[src/rtl/kypd_pkg.sv]
// Shared types and helpers for the 4x4 keypad scanner and its debounce FSM.
package kypd_pkg;

  // Debounce FSM states.
  typedef enum logic [1:0] {
    IDLE     = 2'd0,
    DEBOUNCE = 2'd1,
    PRESSED  = 2'd2,
    RELEASE  = 2'd3
  } kypd_state_e;

  // Outcome of one full four-column scan.
  typedef enum logic [1:0] {
    NONE  = 2'd0,
    KEY   = 2'd1,
    MULTI = 2'd2
  } scan_res_e;

  // Key map: nibble {row, col} holds the hex legend printed on that key.
  //   r0: 1 2 3 A   r1: 4 5 6 B   r2: 7 8 9 C   r3: 0 F E D
  localparam logic [63:0] KEY_MAP = 64'hDEF0_C987_B654_A321;

  // Hex legend of the key at (row, col).
  function automatic logic [3:0] key_lookup(input logic [1:0] row, input logic [1:0] col);
    return KEY_MAP[{row, col, 2'b00} +: 4];
  endfunction

  // Index of the single asserted bit in an active-high row vector.
  function automatic logic [1:0] row_index(input logic [3:0] low);
    logic [1:0] idx;
    case (low)
      4'b0001: idx = 2'd0;
      4'b0010: idx = 2'd1;
      4'b0100: idx = 2'd2;
      4'b1000: idx = 2'd3;
      default: idx = 2'd0;
    endcase
    return idx;
  endfunction

  // True when more than one row is pulled low in the same column.
  function automatic logic multi_low(input logic [3:0] low);
    return (low & (low - 4'd1)) != 4'd0;
  endfunction

endpackage

[src/rtl/keypad_debounce_fsm.sv]
// Press/release debouncer: steps once per full-scan result and produces the
// accepted key code, a one-cycle press pulse and a held flag.
module keypad_debounce_fsm
  import kypd_pkg::*;
#(
  parameter int DEBOUNCE_SCANS = 4
) (
  input  logic      clk,
  input  logic      rst,
  input  logic      i_scan_stb,
  input  scan_res_e i_scan_res,
  input  logic [3:0] i_scan_code,
  output logic [3:0] o_key_code,
  output logic      o_key_valid,
  output logic      o_key_down
);

  localparam logic [3:0] DS = 4'(DEBOUNCE_SCANS);

  kypd_state_e r_state, w_state_nxt;
  logic [3:0]  r_cand, w_cand_nxt;
  logic [3:0]  r_cnt, w_cnt_nxt;
  logic [3:0]  r_key_code, w_code_nxt;
  logic        r_key_valid, w_valid_nxt;
  logic        r_key_down, w_down_nxt;
  logic [3:0]  w_cnt_inc;
  logic        w_same;

  assign w_cnt_inc = r_cnt + 4'd1;
  assign w_same    = (i_scan_res == KEY) && (i_scan_code == r_cand);

  // State and output registers.
  always_ff @(posedge clk or negedge rst) begin
    if (!rst) begin
      r_state     <= IDLE;
      r_cand      <= 4'd0;
      r_cnt       <= 4'd0;
      r_key_code  <= 4'd0;
      r_key_valid <= 1'b0;
      r_key_down  <= 1'b0;
    end else begin
      r_state     <= w_state_nxt;
      r_cand      <= w_cand_nxt;
      r_cnt       <= w_cnt_nxt;
      r_key_code  <= w_code_nxt;
      r_key_valid <= w_valid_nxt;
      r_key_down  <= w_down_nxt;
    end
  end

  // Next-state logic; only a scan strobe can move the FSM.
  always_comb begin
    w_state_nxt = r_state;
    w_cand_nxt  = r_cand;
    w_cnt_nxt   = r_cnt;
    w_code_nxt  = r_key_code;
    w_valid_nxt = 1'b0;
    w_down_nxt  = r_key_down;
    if (i_scan_stb) begin
      case (r_state)
        IDLE: begin
          if (i_scan_res == KEY) begin
            w_cand_nxt = i_scan_code;
            w_cnt_nxt  = 4'd1;
            if (DS == 4'd1) begin
              w_state_nxt = PRESSED;
              w_code_nxt  = i_scan_code;
              w_valid_nxt = 1'b1;
              w_down_nxt  = 1'b1;
            end else begin
              w_state_nxt = DEBOUNCE;
            end
          end else begin
            w_state_nxt = IDLE;
          end
        end
        DEBOUNCE: begin
          if (w_same) begin
            w_cnt_nxt = w_cnt_inc;
            if (w_cnt_inc == DS) begin
              w_state_nxt = PRESSED;
              w_code_nxt  = r_cand;
              w_valid_nxt = 1'b1;
              w_down_nxt  = 1'b1;
            end else begin
              w_state_nxt = DEBOUNCE;
            end
          end else if (i_scan_res == KEY) begin
            w_cand_nxt = i_scan_code;
            w_cnt_nxt  = 4'd1;
          end else begin
            w_state_nxt = IDLE;
            w_cnt_nxt   = 4'd0;
          end
        end
        PRESSED: begin
          if (w_same) begin
            w_state_nxt = PRESSED;
          end else if (i_scan_res == NONE) begin
            if (DS == 4'd1) begin
              w_state_nxt = IDLE;
              w_cnt_nxt   = 4'd0;
              w_down_nxt  = 1'b0;
            end else begin
              w_state_nxt = RELEASE;
              w_cnt_nxt   = 4'd1;
            end
          end else begin
            w_state_nxt = RELEASE;
            w_cnt_nxt   = 4'd0;
          end
        end
        RELEASE: begin
          if (i_scan_res == NONE) begin
            w_cnt_nxt = w_cnt_inc;
            if (w_cnt_inc == DS) begin
              w_state_nxt = IDLE;
              w_cnt_nxt   = 4'd0;
              w_down_nxt  = 1'b0;
            end else begin
              w_state_nxt = RELEASE;
            end
          end else if (w_same) begin
            w_state_nxt = PRESSED;
          end else begin
            w_cnt_nxt = 4'd0;
          end
        end
        default: begin
          w_state_nxt = IDLE;
          w_cnt_nxt   = 4'd0;
        end
      endcase
    end else begin
      w_state_nxt = r_state;
    end
  end

  assign o_key_code  = r_key_code;
  assign o_key_valid = r_key_valid;
  assign o_key_down  = r_key_down;

endmodule

[src/rtl/keypad_scanner.sv]
// 4x4 matrix keypad scanner: drives one column low at a time, samples the
// synchronized rows at the end of each column dwell, classifies each full
// scan and hands the result to the debounce FSM.
module keypad_scanner
  import kypd_pkg::*;
#(
  parameter int CNT_BITS       = 17,
  parameter int SCAN_CYCLE     = 100000,
  parameter int DEBOUNCE_SCANS = 4
) (
  input  logic       clk,
  input  logic       rst,
  input  logic [3:0] row_n,
  output logic [3:0] col_n,
  output logic [3:0] key_code,
  output logic       key_valid,
  output logic       key_down
);

  localparam logic [CNT_BITS-1:0] LAST = CNT_BITS'(SCAN_CYCLE - 1);
  localparam logic [CNT_BITS-1:0] ONE  = CNT_BITS'(1);

  logic [3:0]          r_row_meta, r_row_sync;
  logic [CNT_BITS-1:0] r_cnt;
  logic [1:0]          r_col_idx;
  logic [3:0]          r_col_n;
  logic                r_acc_hit, r_acc_multi;
  logic [3:0]          r_acc_code;

  logic                w_sample;
  logic [1:0]          w_col_idx_nxt;
  logic [3:0]          w_low;
  logic                w_col_none, w_col_multi;
  logic [3:0]          w_col_code;
  logic                w_hit_nxt, w_multi_nxt;
  logic [3:0]          w_code_nxt;
  logic                w_scan_stb;
  scan_res_e           w_scan_res;

  // Two-flop synchronizer on the asynchronous keypad rows.
  always_ff @(posedge clk or negedge rst) begin
    if (!rst) begin
      r_row_meta <= 4'b1111;
      r_row_sync <= 4'b1111;
    end else begin
      r_row_meta <= row_n;
      r_row_sync <= r_row_meta;
    end
  end

  assign w_sample      = (r_cnt == LAST);
  assign w_col_idx_nxt = r_col_idx + 2'd1;
  assign w_low         = ~r_row_sync;
  assign w_col_none    = (w_low == 4'd0);
  assign w_col_multi   = multi_low(w_low);
  assign w_col_code    = key_lookup(row_index(w_low), r_col_idx);

  // Fold the current column sample into the running scan accumulator.
  always_comb begin
    w_hit_nxt   = r_acc_hit;
    w_multi_nxt = r_acc_multi;
    w_code_nxt  = r_acc_code;
    if (w_col_multi) begin
      w_multi_nxt = 1'b1;
    end else if (!w_col_none) begin
      if (r_acc_hit) begin
        w_multi_nxt = 1'b1;
      end else begin
        w_hit_nxt  = 1'b1;
        w_code_nxt = w_col_code;
      end
    end else begin
      w_hit_nxt = r_acc_hit;
    end
  end

  // The last column's sample closes the scan; the result goes straight to the FSM.
  assign w_scan_stb = w_sample && (r_col_idx == 2'd3);
  assign w_scan_res = w_multi_nxt ? MULTI : (w_hit_nxt ? KEY : NONE);

  // Column dwell counter, column drive and per-scan accumulator.
  always_ff @(posedge clk or negedge rst) begin
    if (!rst) begin
      r_cnt       <= '0;
      r_col_idx   <= 2'd0;
      r_col_n     <= 4'b1110;
      r_acc_hit   <= 1'b0;
      r_acc_multi <= 1'b0;
      r_acc_code  <= 4'd0;
    end else if (w_sample) begin
      r_cnt     <= '0;
      r_col_idx <= w_col_idx_nxt;
      r_col_n   <= ~(4'b0001 << w_col_idx_nxt);
      if (r_col_idx == 2'd3) begin
        r_acc_hit   <= 1'b0;
        r_acc_multi <= 1'b0;
        r_acc_code  <= 4'd0;
      end else begin
        r_acc_hit   <= w_hit_nxt;
        r_acc_multi <= w_multi_nxt;
        r_acc_code  <= w_code_nxt;
      end
    end else begin
      r_cnt <= r_cnt + ONE;
    end
  end

  assign col_n = r_col_n;

  keypad_debounce_fsm #(
    .DEBOUNCE_SCANS(DEBOUNCE_SCANS)
  ) u_debounce (
    .clk        (clk),
    .rst        (rst),
    .i_scan_stb (w_scan_stb),
    .i_scan_res (w_scan_res),
    .i_scan_code(w_code_nxt),
    .o_key_code (key_code),
    .o_key_valid(key_valid),
    .o_key_down (key_down)
  );

endmodule

[config.mk]
export PLATFORM = sky130hd
export DESIGN_NAME = keypad_scanner
export DESIGN_NICKNAME = d
export VERILOG_FILES = /design/src/rtl/kypd_pkg.sv /design/src/rtl/keypad_debounce_fsm.sv /design/src/rtl/keypad_scanner.sv
export SDC_FILE = /design/constraint.sdc
export NUM_CORES = 1
export LEC_CHECK = 0
export CORE_MARGIN = 2
export CORE_UTILIZATION = 56
export CTS_BUF_LIST = sky130_fd_sc_hd__clkbuf_2 sky130_fd_sc_hd__clkbuf_4 sky130_fd_sc_hd__clkbuf_8
export CTS_CLUSTER_SIZE = 40
export DETAILED_ROUTE_END_ITERATION = 8
export PLACE_DENSITY = 0.85
export SETUP_SLACK_MARGIN = 0.02
export SLEW_MARGIN = 0
export SYNTH_ARGS = -nofsm -noshare
export SYNTH_HDL_FRONTEND = slang
export SYNTH_SLANG_ARGS = --single-unit
export TNS_END_PERCENT = 20
[constraint.sdc]
create_clock -name clk -period 2.8 [get_ports clk]
set_clock_uncertainty 0.15 [all_clocks]
set_input_delay 0.56 -clock clk [delete_from_list [all_inputs] [get_ports clk]]
set_output_delay 0.56 -clock clk [all_outputs]
set_load 0.005 [all_outputs]
==> impl_results.md, run 1 <==
* Outcome: finished, violations left
* Violated checks: setup timing
* Clock latency on the worst-skew pair at 0.31 ns
* Setup ws final at -0.0411 ns
* FF-to-FF path depth at 8
* DP HPWL at 4.16 mm
* Die H at 75.7 um
* Cts bufs inserted at 5
* Total Routing Usage GR at 22.5%
* Area after DPL at 3210 um^2
* Post-synth ARST share at 100%
* Clk sinks at 53
* Critical path arrival at 2.89 ns
* Core region area at 5040 um^2
* Post-route DRC violation count at 0
* Row Count at 26
* P_leak at 0.00154 uW
* Overall Power at 1480 uW
* Max frequency at 352 MHz
* Register area share after synthesis at 46.5%
* Worst-Margin Slew at 0.598 ns
* Dominant synthesized flop cell: dfrtp_1
* Crit Path Category: reg -> reg
* Setup WS pre-CTS at -0.0780 ns
* Syn avg cell area at 10.2 um^2
* Number of synthesized flops with an enable pin at 0
* Detailed Route Iter0 Violations at 240
* Worst IR Drop VDD at 340 uV
* Synthesized area at 2880 um^2
* Rel. slew slack at 60.1%
* Syn. warnings at 0
* CP startpoint kind: register
* Die area at 5730 um^2
* Setup crit end kind: register
* R2r setup slk at -0.04 ns
* Worst endpoint required time at 2.85 ns
* Pin count of the biggest net entering global routing at 29
* Drt pass-1 iters at 4
* Synth cell types at 65
* CTS tree: yes
* Hold Path Class: in -> async
* Critical path's largest stage delay at 0.67 ns
* Vias in the first global route at 2104
* Via count at 2279
* Crit-path cells: xor2_2 -> a311o_1 -> and3b_1 -> o31ai_4 -> o21ai_4 -> nor2_4 -> and4_4 -> mux2_1
* Final max-slew violation count at 0
* Design area at 3550 um^2
* Power Density at 416 nW/um^2
* Die width at 75.7 um
* Hold Fails Final Rpt at 0
* Initial antenna violation count at 0
* RD Place Congestion at 0.831
* Max-Cap Viols at 0
* Total overflow reported by the global router at 0
* Syn Nets at 296
* RSZ-0062 raised after global routing: true
* Total Wirelength at 6.40 mm
* Global-route wire length before repair at 9.76 mm
* CTS clk-pin slew, worst paths at 0.10 ns
* Root buf cell: clkbuf_8
* Final-report setup violation count at 4
* Layout cells sized above 1 at 26.9%
* H-tree depth at 2
* Area Growth Syn to Fin at 23.3%
* Crit Reg-Reg Endpoint: u_debounce.o_key_code[1]
* IO Pins at 16
* Cells after Synth at 282
* Final Critical Period at 2.84 ns
* Diodes inserted at 0
* Worst Path Max Fanout at 6
* CP Buf/Inv Count at 0
* Nets@finish at 336
* Flops & latches, synth at 53
* Clk buf depth at 2
* Routed len/inst at 16.3 um
* Port-buffer cells at 15
* Top Family by Delay on Critical Path: compound AO/OA/AOI/OAI gates
* Post-route ant nets at 0
* CTS Hold Bufs at 0
* CP max-delay cell: dfstp_2
* Vias per cell at 5.80
* Final period utilization at 101%
* Initial core utilization at 57.1%
* RR Startpoint: r_row_sync[3]
flip-flops by register name (all words and copies together), names as in the netlist:
register	count
r_cnt	17
col_n	4
r_acc_code	4
r_row_meta	4
r_row_sync	4
u_debounce.o_key_code	4
u_debounce.r_cand	4
u_debounce.r_cnt	4
r_col_idx	2
u_debounce.r_state	2
r_acc_hit	1
r_acc_multi	1
u_debounce.o_key_down	1
u_debounce.o_key_valid	1
cell type report:
| class | count | area [um^2] |
|---|---|---|
| inverters | 9 | 36.3 |
| multi-input cells | 208 | 1590 |
| clock buffers | 5 | 68.8 |
| repair buffers | 45 | 379 |
| clock inverters | 3 | 47.5 |
| fillers | 329 | 1490 |
| flip-flops and latches | 53 | 1340 |
| well taps | 70 | 87.6 |
how the worst max path moves through the flow:
stage                     slack (ns)          start  cells after the start                  endpoint
after floorplan                 0.02  r_row_sync[3]                     11  u_debounce.o_key_code[2]
after global routing           -0.11  r_row_sync[3]                      9  u_debounce.o_key_code[2]
after CTS                    -0.0004  r_row_sync[0]                      8      u_debounce.r_cand[3]
after global placement          0.07  r_row_sync[3]                      8  u_debounce.o_key_code[2]
after detailed placement       -0.08  r_row_sync[3]                      8  u_debounce.o_key_code[1]
final                          -0.04  r_row_sync[3]                      8  u_debounce.o_key_code[1]
cell families (layout without fill, tap and decap cells):
kind of cell	Yosys count	after routing	share of synthesized area, %
mux	10	10	3.78
buf+inv	21	62	3.56
fa+ha+maj	8	8	3.48
flops	53	53	46.5
simple gates	114	114	20.9
xor+xnor	22	22	6.69
compound gates	54	54	15.1
power by group:
part	internal (uW)	switching, uW	total, uW	leakage [uW]
Clock	273	271	544	0.0000591
Combinational	66.9	80.9	148	0.000796
Sequential	776	9.77	786	0.000688
Total	1120	362	1480	0.00154
cell usage in the layout, fill, tap and decap left out, drive strengths merged, types with 3 or more instances in the layout:
cell type       n
a21o            3
a21oi           4
a22o            3
and2            6
and3            5
buf            30
clkbuf          6
clkdlybuf4s50  14
dfrtp          42
dfstp          11
ha              8
inv            11
mux2            7
mux2i           3
nand2          26
nand2b          4
nand3          11
nand4           5
nor2           29
nor3            9
nor3b           4
o21ai          19
o31ai           3
xnor2          12
xor2           10
stage by stage:
step                      setup TNS [ns]  std cells  util [%]  hold WS [ns]
after CTS                      -0.000382        386      66.6        0.0997
after global placement                 0        377      63.6         0.196
final                             -0.128        393      70.4        0.0922
after detailed placement          -0.298        377      63.6         0.197
after floorplan                        0        282         -         0.114
after global routing              -0.582        393      70.4         0.133
routing by layer:
| layer | GRT usage, % | vias to the layer above | part of all wire, % |
|---|---|---|---|
| met2 | 37.3 | 70 | 51 |
| li1 | - | 1071 | - |
| met4 | 6.04 | 0 | 0.78 |
| met5 | 0 | - | 0 |
| met1 | 30.1 | 1132 | 43 |
| met3 | 5.29 | 6 | 5.2 |
Yosys cell counts (3+ instances only):
cell type | n | area (um^2)
mux2_1 | 7 | 78.8
nor3_1 | 9 | 45.0
inv_1 | 9 | 33.8
nor2_1 | 28 | 105
and2_1 | 5 | 31.3
a21o_1 | 3 | 22.5
ha_1 | 8 | 100
o21ai_0 | 18 | 90.1
clkbuf_1 | 5 | 18.8
a21oi_1 | 4 | 20.0
and3_1 | 5 | 31.3
nand4_1 | 4 | 25.0
dfrtp_1 | 42 | 1050
nand2_1 | 25 | 93.8
a22o_1 | 3 | 26.3
xnor2_1 | 12 | 105
nand3_1 | 11 | 55.1
dfstp_2 | 11 | 289
nand2b_1 | 4 | 25.0
xor2_1 | 10 | 87.6
mux2i_1 | 3 | 30.0
buf_2 | 4 | 20.0
nor3b_1 | 4 | 30.0
what timing repair did:
action / in CTS / in global routing
endpoints found under the setup margin: 10 / 12
pin swaps: 1 / 11
setup buffers: 1 / 7
resized for setup: 8 / 29
cloned: 0 / 0
No activity file was read; power rests on OpenSTA's default activity.
==> run 2, diff against run 1 <==
- CORE_MARGIN: 2 -> not set
==> impl_results.md, run 2 (synthesis results as in run 1) <==
* Final period utilization at 100% (-1.4 points)
* Final Core Density at 70.4% (-0.072 points)
* Pin count of the biggest net entering global routing at 54 (+86%)
* FF-to-FF path depth at 8 (unchanged)
* RSZ-0062 raised after global routing: true
* Worst endpoint required time at 2.86 ns (about the same)
* Root buf cell: clkbuf_8
* Commonest non-fill, non-tap cells in the layout: 42 x dfrtp_1, 28 x nor2_1, 25 x nand2_1, 23 x buf_4, 17 x o21ai_0
* Top Family by Delay on Critical Path: compound AO/OA/AOI/OAI gates
* Area Growth Syn to Fin at 18.5%
* Overall Power at 1380 uW (-6.4%)
* Hold slack final at 0.0719 ns (-0.0204 ns)
* Via count at 2201 (-3.4%)
* Outcome: finished, violations left
* Worst Path Max Fanout at 8 (+2)
* RD Place Congestion at 0.858 (+3.3%)
* CP Buf/Inv Count at 0 (unchanged)
* Sw power at 339 uW (-6.4%)
* Nets@finish at 332 (-1.2%)
* Clk buf depth at 2 (unchanged)
* Placed Instances at 375 (-0.53%)
* FF/Latch Area at 1340 um^2 (unchanged)
* Rel. slew slack at 69.0% (+8.9 points)
* Violated checks: setup timing
* Share of power burned in registers at 56.6% (+3.4 points)
* Post-route non-filler standard cell count at 386 (-1.8%)
* Switching fraction of total power at 24.5% (about the same)
* Layout cells sized above 1 at 23.8% (-3.1 points)
* Critical path's largest stage delay at 0.62 ns (-0.05 ns)
* P_leak at 0.00148 uW (-3.8%)
* CTS Hold Bufs at 0 (unchanged)
* Vias in the first global route at 2133 (+1.4%)
* Diodes inserted at 0 (unchanged)
* Hold Fails Final Rpt at 0 (unchanged)
* Setup ws final at -0.00278 ns (+0.0384 ns)
* Max-Cap Viols at 0 (unchanged)
* DP HPWL at 3.96 mm (-4.6%)
* Cts bufs inserted at 5 (unchanged)
* Vias per cell at 5.70 (-1.7%)
* CP startpoint kind: register
* Cell-internal power at 1050 uW (-6.3%)
* Die area at 5430 um^2 (-5.2%)
* Multi-input logic area at 1500 um^2 (-5.8%)
* Setup crit end kind: register
* Crit path depth at 8 (unchanged)
* CTS clk-pin slew, worst paths at 0.10 ns (about the same)
* Clk sinks at 53 (unchanged)
* Clock network power share at 33.5% (-3.3 points)
* Fin Setup TNS at -0.00278 ns (+0.125 ns)
* Row Count at 25 (-3.8%)
* Worst IR Drop VDD at 304 uV (-11%)
* Reg with most FFs: r_cnt
* Max frequency at 357 MHz (+1.4%)
* Crit-path cells: nand2b_1 -> o221a_4 -> o21ba_2 -> or3_4 -> nand4_4 -> nor2_4 -> a211oi_4 -> mux2_1
* CP max-delay cell: dfstp_2
* Total Wirelength at 5.62 mm (-12%)
* Worst-Margin Slew at 0.465 ns (-0.133 ns)
* Combinational power share at 9.8% (-0.2 points)
* Port-buffer cells at 15 (unchanged)
* Worst setup startpoint: r_row_sync[0]
* IO Pins at 16 (unchanged)
* Commonest non-fill, non-tap cell in the layout: dfrtp_1
* Initial antenna violation count at 0 (unchanged)
* Die width at 73.7 um (-2.6%)
* Global-route wire length before repair at 9.70 mm (-0.56%)
* Fillcell total at 322 (-2.1%)
* Initial core utilization at 59.4% (+2.3 points)
* Hold Path Class: in -> async
* RR Startpoint: r_row_sync[0]
* H-tree depth at 2 (unchanged)
* Total Routing Usage GR at 23.5% (+0.99 points)
* Core region area at 4850 um^2 (-3.8%)
* Max reg flops at 17 (unchanged)
* CTS tree: yes
* Crit Path Category: reg -> reg
* Post-route ant nets at 0 (unchanged)
* Die H at 73.7 um (-2.6%)
* Total overflow reported by the global router at 0 (unchanged)
* Final Critical Period at 2.80 ns (-0.0384 ns)
* Clock latency on the worst-skew pair at 0.32 ns (about the same)
* Routed len/inst at 14.6 um (-10%)
* Critical path arrival at 2.86 ns (-0.03 ns)
* Final max-slew violation count at 0 (unchanged)
* Final-report setup violation count at 1 (-3)
* Post-route DRC violation count at 0 (unchanged)
* Drt pass-1 iters at 4 (unchanged)
* Detailed Route Iter0 Violations at 175 (-27%)
* Power Density at 406 nW/um^2 (-2.5%)
run 2: what timing repair did:
| action | 4_1_cts | 5_1_grt |
|---|---|---|
| endpoints found under the setup margin | 9 | 13 |
| gates resized for setup | 4 | 16 |
| pin swaps | 1 | 5 |
| setup buffers | 0 | 3 |
| gates cloned | 0 | 0 |
run 2: final timing paths:
path,endpoint,slack [ns]
setup reg to reg,u_debounce.r_cand[0],-0.003
min in group clk,r_row_sync[3],0.21
hold reg to reg,r_row_sync[3],0.21
hold / removal,r_cnt[15],0.07
setup / recovery,u_debounce.r_cand[0],-0.003
max in group asynchronous,r_row_meta[2],2.15
run 2: worst register-to-register path: stages (launching register included):
cell      delay, ns
dfstp_2        0.62
nand2b_1       0.10
o221a_4        0.31
o21ba_2        0.22
or3_4          0.38
nand4_4        0.12
nor2_4         0.06
a211oi_4       0.38
mux2_1         0.36
run 2: cell type report:
class	instances	share of cell area, %
clock buffer	6	2.42
sequential	53	39.3
tap	67	2.46
clock inverter	2	0.513
inverter	9	0.990
timing repair buffer	41	10.4
multi-input combinational	208	44.0
run 2: routing by layer:
layer	track usage, %	vias up	share of wire [%]
met4	10.5	0	1.7
met3	5.35	9	4.3
met2	34.4	63	45
met5	0	-	0
li1	-	1065	-
met1	33.4	1064	49
run 2: through the flow:
step	cell area [um^2]	worst slack, ns
2_1_floorplan	2890	0.0210
4_1_cts	3340	0.0212
6_report	3410	-0.00278
3_3_place_gp	3230	0.0671
5_1_grt	3410	-0.0942
3_5_place_dp	3230	-0.0426
run 2: power groups by stage:
stage	Combinational [uW]	Sequential, uW	Clock, uW
after floorplan	71.3	793	0
after global placement	120	798	0
after detailed placement	122	798	0
after CTS	124	784	477
after global routing	150	785	508
final	136	784	464
